[src/rtl/crc_frame_engine.sv]
// rtl/crc_frame_engine.sv - per-frame CRC insertion (map) or checking (demap) on a row/column byte stream
//
// Ports:
//   i_clk, i_rst                   clock, synchronous active-high reset
//   i_row_cnt, i_col_cnt           position of the current byte within the frame
//   i_frame_data[_valid|_fas]      input byte, qualifier, frame start (row 0, col 0)
//   o_frame_data[_valid|_fas]      input stream delayed one cycle; CRC bytes inserted in map mode
//   o_crc_val                      running CRC register
//   o_crc_err, o_crc_err_cnt       demap mismatch flag (held until next fas) and saturating frame count
//   o_frame_done                   one-cycle pulse with the output of the last CRC slot byte
module crc_frame_engine #(
    parameter int               MAP_MODE  = 1,
    parameter int               CRC_W     = 8,
    parameter logic [CRC_W-1:0] POLY      = 'h07,
    parameter logic [CRC_W-1:0] CRC_INIT  = '0,
    parameter int               ROW_W     = 2,
    parameter int               COL_W     = 11,
    parameter int               PAY_FIRST = 16,
    parameter int               PAY_LAST  = 1039,
    parameter int               CRC_ROW   = 3,
    parameter int               ERR_CNT_W = 16
) (
    input  logic                 i_clk,
    input  logic                 i_rst,
    input  logic [ROW_W-1:0]     i_row_cnt,
    input  logic [COL_W-1:0]     i_col_cnt,
    input  logic [7:0]           i_frame_data,
    input  logic                 i_frame_data_valid,
    input  logic                 i_frame_data_fas,
    output logic [7:0]           o_frame_data,
    output logic                 o_frame_data_valid,
    output logic                 o_frame_data_fas,
    output logic [CRC_W-1:0]     o_crc_val,
    output logic                 o_crc_err,
    output logic [ERR_CNT_W-1:0] o_crc_err_cnt,
    output logic                 o_frame_done
);

    localparam int NB = CRC_W / 8;

    typedef enum logic [1:0] {WAIT_FAS, ACCUM, CRC_SLOT} state_t;

    state_t           state_q, state_d;
    logic [CRC_W-1:0] crc_q, crc_d;
    logic [1:0]       k_q, k_d, idx;
    logic             sticky_q, sticky_d, sticky_acc;
    logic [7:0]       data_d, crc_byte;
    logic             done_d, err_d, cnt_inc;
    logic             in_payload, slot_start, slot_byte, mismatch;

    // Bit-serial MSB-first division, unrolled over the 8 data bits.
    function automatic logic [CRC_W-1:0] crc_next(input logic [CRC_W-1:0] c, input logic [7:0] d);
        logic [CRC_W-1:0] r;
        logic             fb;
        r = c;
        for (int i = 7; i >= 0; i--) begin
            fb = r[CRC_W-1] ^ d[i];
            r  = {r[CRC_W-2:0], 1'b0};
            if (fb) r = r ^ POLY;
        end
        return r;
    endfunction

    always_ff @(posedge i_clk) begin
        if (i_rst) state_q <= WAIT_FAS;
        else       state_q <= state_d;
    end

    always_comb begin
        state_d  = state_q;
        crc_d    = crc_q;
        k_d      = k_q;
        sticky_d = sticky_q;
        data_d   = i_frame_data;
        done_d   = 1'b0;
        err_d    = o_crc_err;
        cnt_inc  = 1'b0;

        in_payload = (i_col_cnt >= COL_W'(PAY_FIRST)) && (i_col_cnt <= COL_W'(PAY_LAST));
        slot_start = (state_q == ACCUM) && (i_row_cnt == ROW_W'(CRC_ROW))
                     && (i_col_cnt == COL_W'(PAY_LAST + 1));
        // The byte that triggers the slot entry is itself slot byte 0.
        slot_byte  = i_frame_data_valid && (slot_start || (state_q == CRC_SLOT));
        idx        = (state_q == CRC_SLOT) ? k_q : 2'd0;
        crc_byte   = 8'(crc_q >> (CRC_W - 8 - 8 * int'(idx)));
        mismatch   = (i_frame_data != crc_byte);
        sticky_acc = ((state_q == CRC_SLOT) ? sticky_q : 1'b0) | mismatch;

        if (i_frame_data_valid && i_frame_data_fas) begin
            // A fas also aborts any frame in progress without flagging it.
            state_d  = ACCUM;
            crc_d    = CRC_INIT;
            k_d      = 2'd0;
            sticky_d = 1'b0;
            err_d    = 1'b0;
        end else if (slot_byte) begin
            if (MAP_MODE != 0) data_d   = crc_byte;
            else               sticky_d = sticky_acc;
            if (idx == 2'(NB - 1)) begin
                state_d = WAIT_FAS;
                k_d     = 2'd0;
                done_d  = 1'b1;
                if (MAP_MODE == 0) begin
                    err_d   = sticky_acc;
                    cnt_inc = sticky_acc;
                end
            end else begin
                state_d = CRC_SLOT;
                k_d     = idx + 2'd1;
            end
        end else if (i_frame_data_valid && (state_q == ACCUM) && in_payload) begin
            crc_d = crc_next(crc_q, i_frame_data);
        end
    end

    always_ff @(posedge i_clk) begin
        if (i_rst) begin
            crc_q              <= CRC_INIT;
            k_q                <= 2'd0;
            sticky_q           <= 1'b0;
            o_frame_data       <= 8'h00;
            o_frame_data_valid <= 1'b0;
            o_frame_data_fas   <= 1'b0;
            o_frame_done       <= 1'b0;
            o_crc_err          <= 1'b0;
            o_crc_err_cnt      <= '0;
        end else begin
            crc_q              <= crc_d;
            k_q                <= k_d;
            sticky_q           <= sticky_d;
            o_frame_data       <= data_d;
            o_frame_data_valid <= i_frame_data_valid;
            o_frame_data_fas   <= i_frame_data_fas;
            o_frame_done       <= done_d;
            o_crc_err          <= err_d;
            if (cnt_inc && (o_crc_err_cnt != '1))
                o_crc_err_cnt <= o_crc_err_cnt + ERR_CNT_W'(1);
        end
    end

    assign o_crc_val = crc_q;

endmodule

[config.mk]
export PLATFORM = sky130hd
export DESIGN_NAME = crc_frame_engine
export DESIGN_NICKNAME = d
export VERILOG_FILES = /design/src/rtl/crc_frame_engine.sv
export SDC_FILE = /design/constraint.sdc
export NUM_CORES = 1
export LEC_CHECK = 0
export CAP_MARGIN = 15
export CORE_MARGIN = 5
export CORE_UTILIZATION = 35
export CTS_CLUSTER_DIAMETER = 120
export DETAILED_ROUTE_END_ITERATION = 16
export PLACE_DENSITY = 0.74
export SYNTH_ARGS = -nofsm -noshare
export SYNTH_HDL_FRONTEND = slang
export SYNTH_SLANG_ARGS = --single-unit
[constraint.sdc]
create_clock -name i_clk -period 1.8 [get_ports i_clk]
set_input_delay 0.45 -clock i_clk [delete_from_list [all_inputs] [get_ports i_clk]]
set_output_delay 0.45 -clock i_clk [all_outputs]
set_load 0.02 [all_outputs]
==> qor.txt <==
Crit path DAT = 1.31 ns
Clock transition at path regs = 0.10 ns
WHS Path Cells = 2
Reg power frac = 0.442
Slowest cell on the critical path = clkdlybuf4s50_1
Worst-Skew Late Latency = 0.27 ns
R2r worst-path depth = 8
Internal Power = 0.8642 mW
Setup Fix Bufs, Post-CTS = 0
Routed Antenna Nets = 0
Routability cong. = 0.7262
Die height = 76.04 um
Hold-fix buffers, CTS = 0
Maximum vdd drop = 0.0003279 V
Worst r2r dst = o_frame_data[7]$_SDFF_PP0_
WP buf/inv = 1
Synth area leaders = dfxtp_1, buf_4, xnor3_1
Critical path depth in cells = 1
Longest Clk Path Bufs = 2
Hold Crit Endpoint = k_q[1]$_SDFFE_PP0N_
Fin nets = 252
Diode count = 0
Drc violations = 0
Placed instance area = 2116 um2
Share of cells above drive strength 1 = 0.2018
Post-Syn Area = 1526 um2
Synthesis Warnings = 0
Status = finished clean
Hold/Removal Path Class = register to register
Unique masters post-synth = 37
Post-DP HPWL = 2.824 mm
Die ar. = 5782 um2
Net Sw Frac = 0.2897
Tmin final = 1.757 ns
Total power draw = 1.217 mW
Die Width = 76.04 um
Antenna violations before repair = 0
RSZ-0062 raised after global routing = no
Max-cap violations = 0
Cells along the critical path = clkdlybuf4s50_1
Final Hold Viols = 0
Number of synthesized flops with an enable pin = 0
Final wirelength = 3.506 mm
DRT Pass-1 Iters = 4
Htree depth = 1
Seq cells post-synth = 23
Setup crit end kind = output pin
Wire length per cell = 12.75 um
Delay-heaviest family, CP = buffers and inverters
# port buffers = 43
CTS buffer count = 3
Ratio of final minimum period to clock period = 0.9761
Main synth FF type = dfxtp_1
Crit path required time = 1.35 ns
Power share of the combinational group = 0.282
Crit-path max FO = 4
GRT overflow = 0
Gate Count Post-Synth = 156
FMAX = 569.2 MHz
Pwr Density = 552.5 nW/um2
Post-synth top area share = 0.3016
Sequential share of the synthesized area = 0.3016
IO Pins = 61
CTS tree = done
Mean Syn Cell Area = 9.785 um2
Syn-to-layout area delta = 44.26%
Setup violators final = 0
Worst Hold Launch = k_q[1]$_SDFFE_PP0N_
Root Driver = clkbuf_8
Largest area contributor in the netlist = dfxtp_1
Avg Vias per Cell = 4.505
Clk pwr share = 0.277
Worst R2R Start = state_q[1]$_SDFFE_PP0N_
Static leakage = 0.9737 nW
Async S/R FF share, synth = 0
Initial Util = 0.3555
Fin cells = 275
Vias in the first global route = 1245
First-pass GRT wire length = 5.692 mm
Global router's overall resource usage = 0.1173
Via count = 1239
CP Class = register to output pin
Clock sink total = 23
P_sw = 0.3524 mW
FP Rows = 24
Largest net degree at the start of global routing = 14
Post-route cell area = 2202 um2
CP Launch Type = register
Placed cell count = 271
Core Area = 4294 um2
DR iter-0 viols = 66
Max-slew violation count = 0
Crit-path max cell delay = 0.63 ns
Flop2flop setup slack = 0.13 ns
Clk_skew = 0.01003 ns
==> cells in the mapped netlist, types with 2 or more instances <==
cell	count
inv_1	19
and4_1	2
and4bb_2	2
nor2b_1	2
xnor3_1	5
o32ai_1	8
a211oi_1	6
ha_1	3
xor2_2	2
a21oi_2	2
xor2_1	2
dfxtp_1	23
mux2i_1	6
xnor2_1	10
nand2_1	16
buf_4	18
nor3_1	5
a21oi_1	6
==> metal layers <==
layer	global-route usage	wire [um]
met1	0.1364	1448
met2	0.2132	1830
met3	0.02955	210
met4	0.02669	17
met5	0	0
==> logic make-up (layout without fill, tap and decap cells) <==
group	Yosys count	count (layout)	synth area share
other	1	17	0.002457
multiplexers	6	6	0.03935
XOR/XNOR	21	21	0.1926
AO/OA/AOI/OAI	27	27	0.1443
buffers and inverters	38	89	0.1377
flip-flops	23	23	0.3016
adder cells (fa/ha/maj)	3	3	0.02459
AND/OR/NAND/NOR	37	37	0.1574
==> stage by stage <==
stage | worst slack [ns] | hold WS [ns] | utilization | setup TNS [ns]
floorplan | 0.1906 | 0.4350 | - | 0
global placement | -0.2805 | 0.4490 | 0.4927 | -4.670
detailed placement | -0.3250 | 0.4519 | 0.4927 | -5.872
CTS | 0.01093 | 0.4670 | 0.5055 | 0
global route | 0.009906 | 0.4812 | 0.5128 | 0
finish | 0.04307 | 0.4631 | 0.5128 | 0
==> how the worst max path moves through the flow <==
| stage | from | to | slack, ns |
|---|---|---|---|
| 2_1_floorplan | state_q[1]$_SDFFE_PP0N_ | o_frame_data[0]$_SDFF_PP0_ | 0.19 |
| 3_3_place_gp | i_col_cnt[9] | o_frame_data[7]$_SDFF_PP0_ | -0.28 |
| 3_5_place_dp | i_col_cnt[9] | k_q[0]$_SDFFE_PP0N_ | -0.32 |
| 4_1_cts | i_col_cnt[9] | o_crc_val[1]$_SDFFE_PP0P_ | 0.01 |
| 5_1_grt | o_crc_val[1]$_SDFFE_PP0P_ | o_crc_val[1] | 0.01 |
| 6_report | o_crc_val[3]$_SDFFE_PP0P_ | o_crc_val[3] | 0.04 |
==> final cells by class <==
cell class                 count  area (um2)
clock inverter                 1       5.005
timing repair buffer          66       609.3
clock buffer                   3       41.29
inverter                      19       71.32
multi-input combinational    111       948.4
fill                         391        2092
tap                           52       65.06
sequential                    23       461.7
==> layout by cell type, fill, tap and decap left out, types with 3 or more instances in the layout <==
cell             Yosys  routed
a211oi_1             6       5
a21oi_1              6       6
buf_4               18      23
clkbuf_8             0       3
clkdlybuf4s50_1      0      36
conb_1               1      17
dfxtp_1             23      22
dlygate4sd2_1        0       3
dlymetal6s2s_1       0       4
ha_1                 3       3
inv_1               19      19
mux2i_1              6       6
nand2_1             16      16
nor3_1               5       5
o32ai_1              8       8
xnor2_1             10      10
xnor3_1              5       5
==> power groups by stage <==
| stage | Sequential, mW | Combinational [mW] | Clock (mW) |
|---|---|---|---|
| floorplan | 0.567 | 0.199 | 0 |
| finish | 0.537 | 0.343 | 0.337 |
| global placement | 0.548 | 0.338 | 0 |
| CTS | 0.536 | 0.343 | 0.340 |
| detailed placement | 0.548 | 0.341 | 0 |
| global route | 0.539 | 0.369 | 0.357 |
==> timing repair <==
action                     CTS  global route
gates resized for setup      5             8
pin swaps                    2             5
setup endpoints to repair   16            15
==> sequential cells by signal, indices dropped and copies added, names as in the netlist <==
register / flops
o_crc_val: 8
o_frame_data_valid: 1
o_frame_data_fas: 1
o_frame_data: 8
state_q: 2
k_q: 2
o_frame_done: 1
Power figures use the tool's default switching activity.
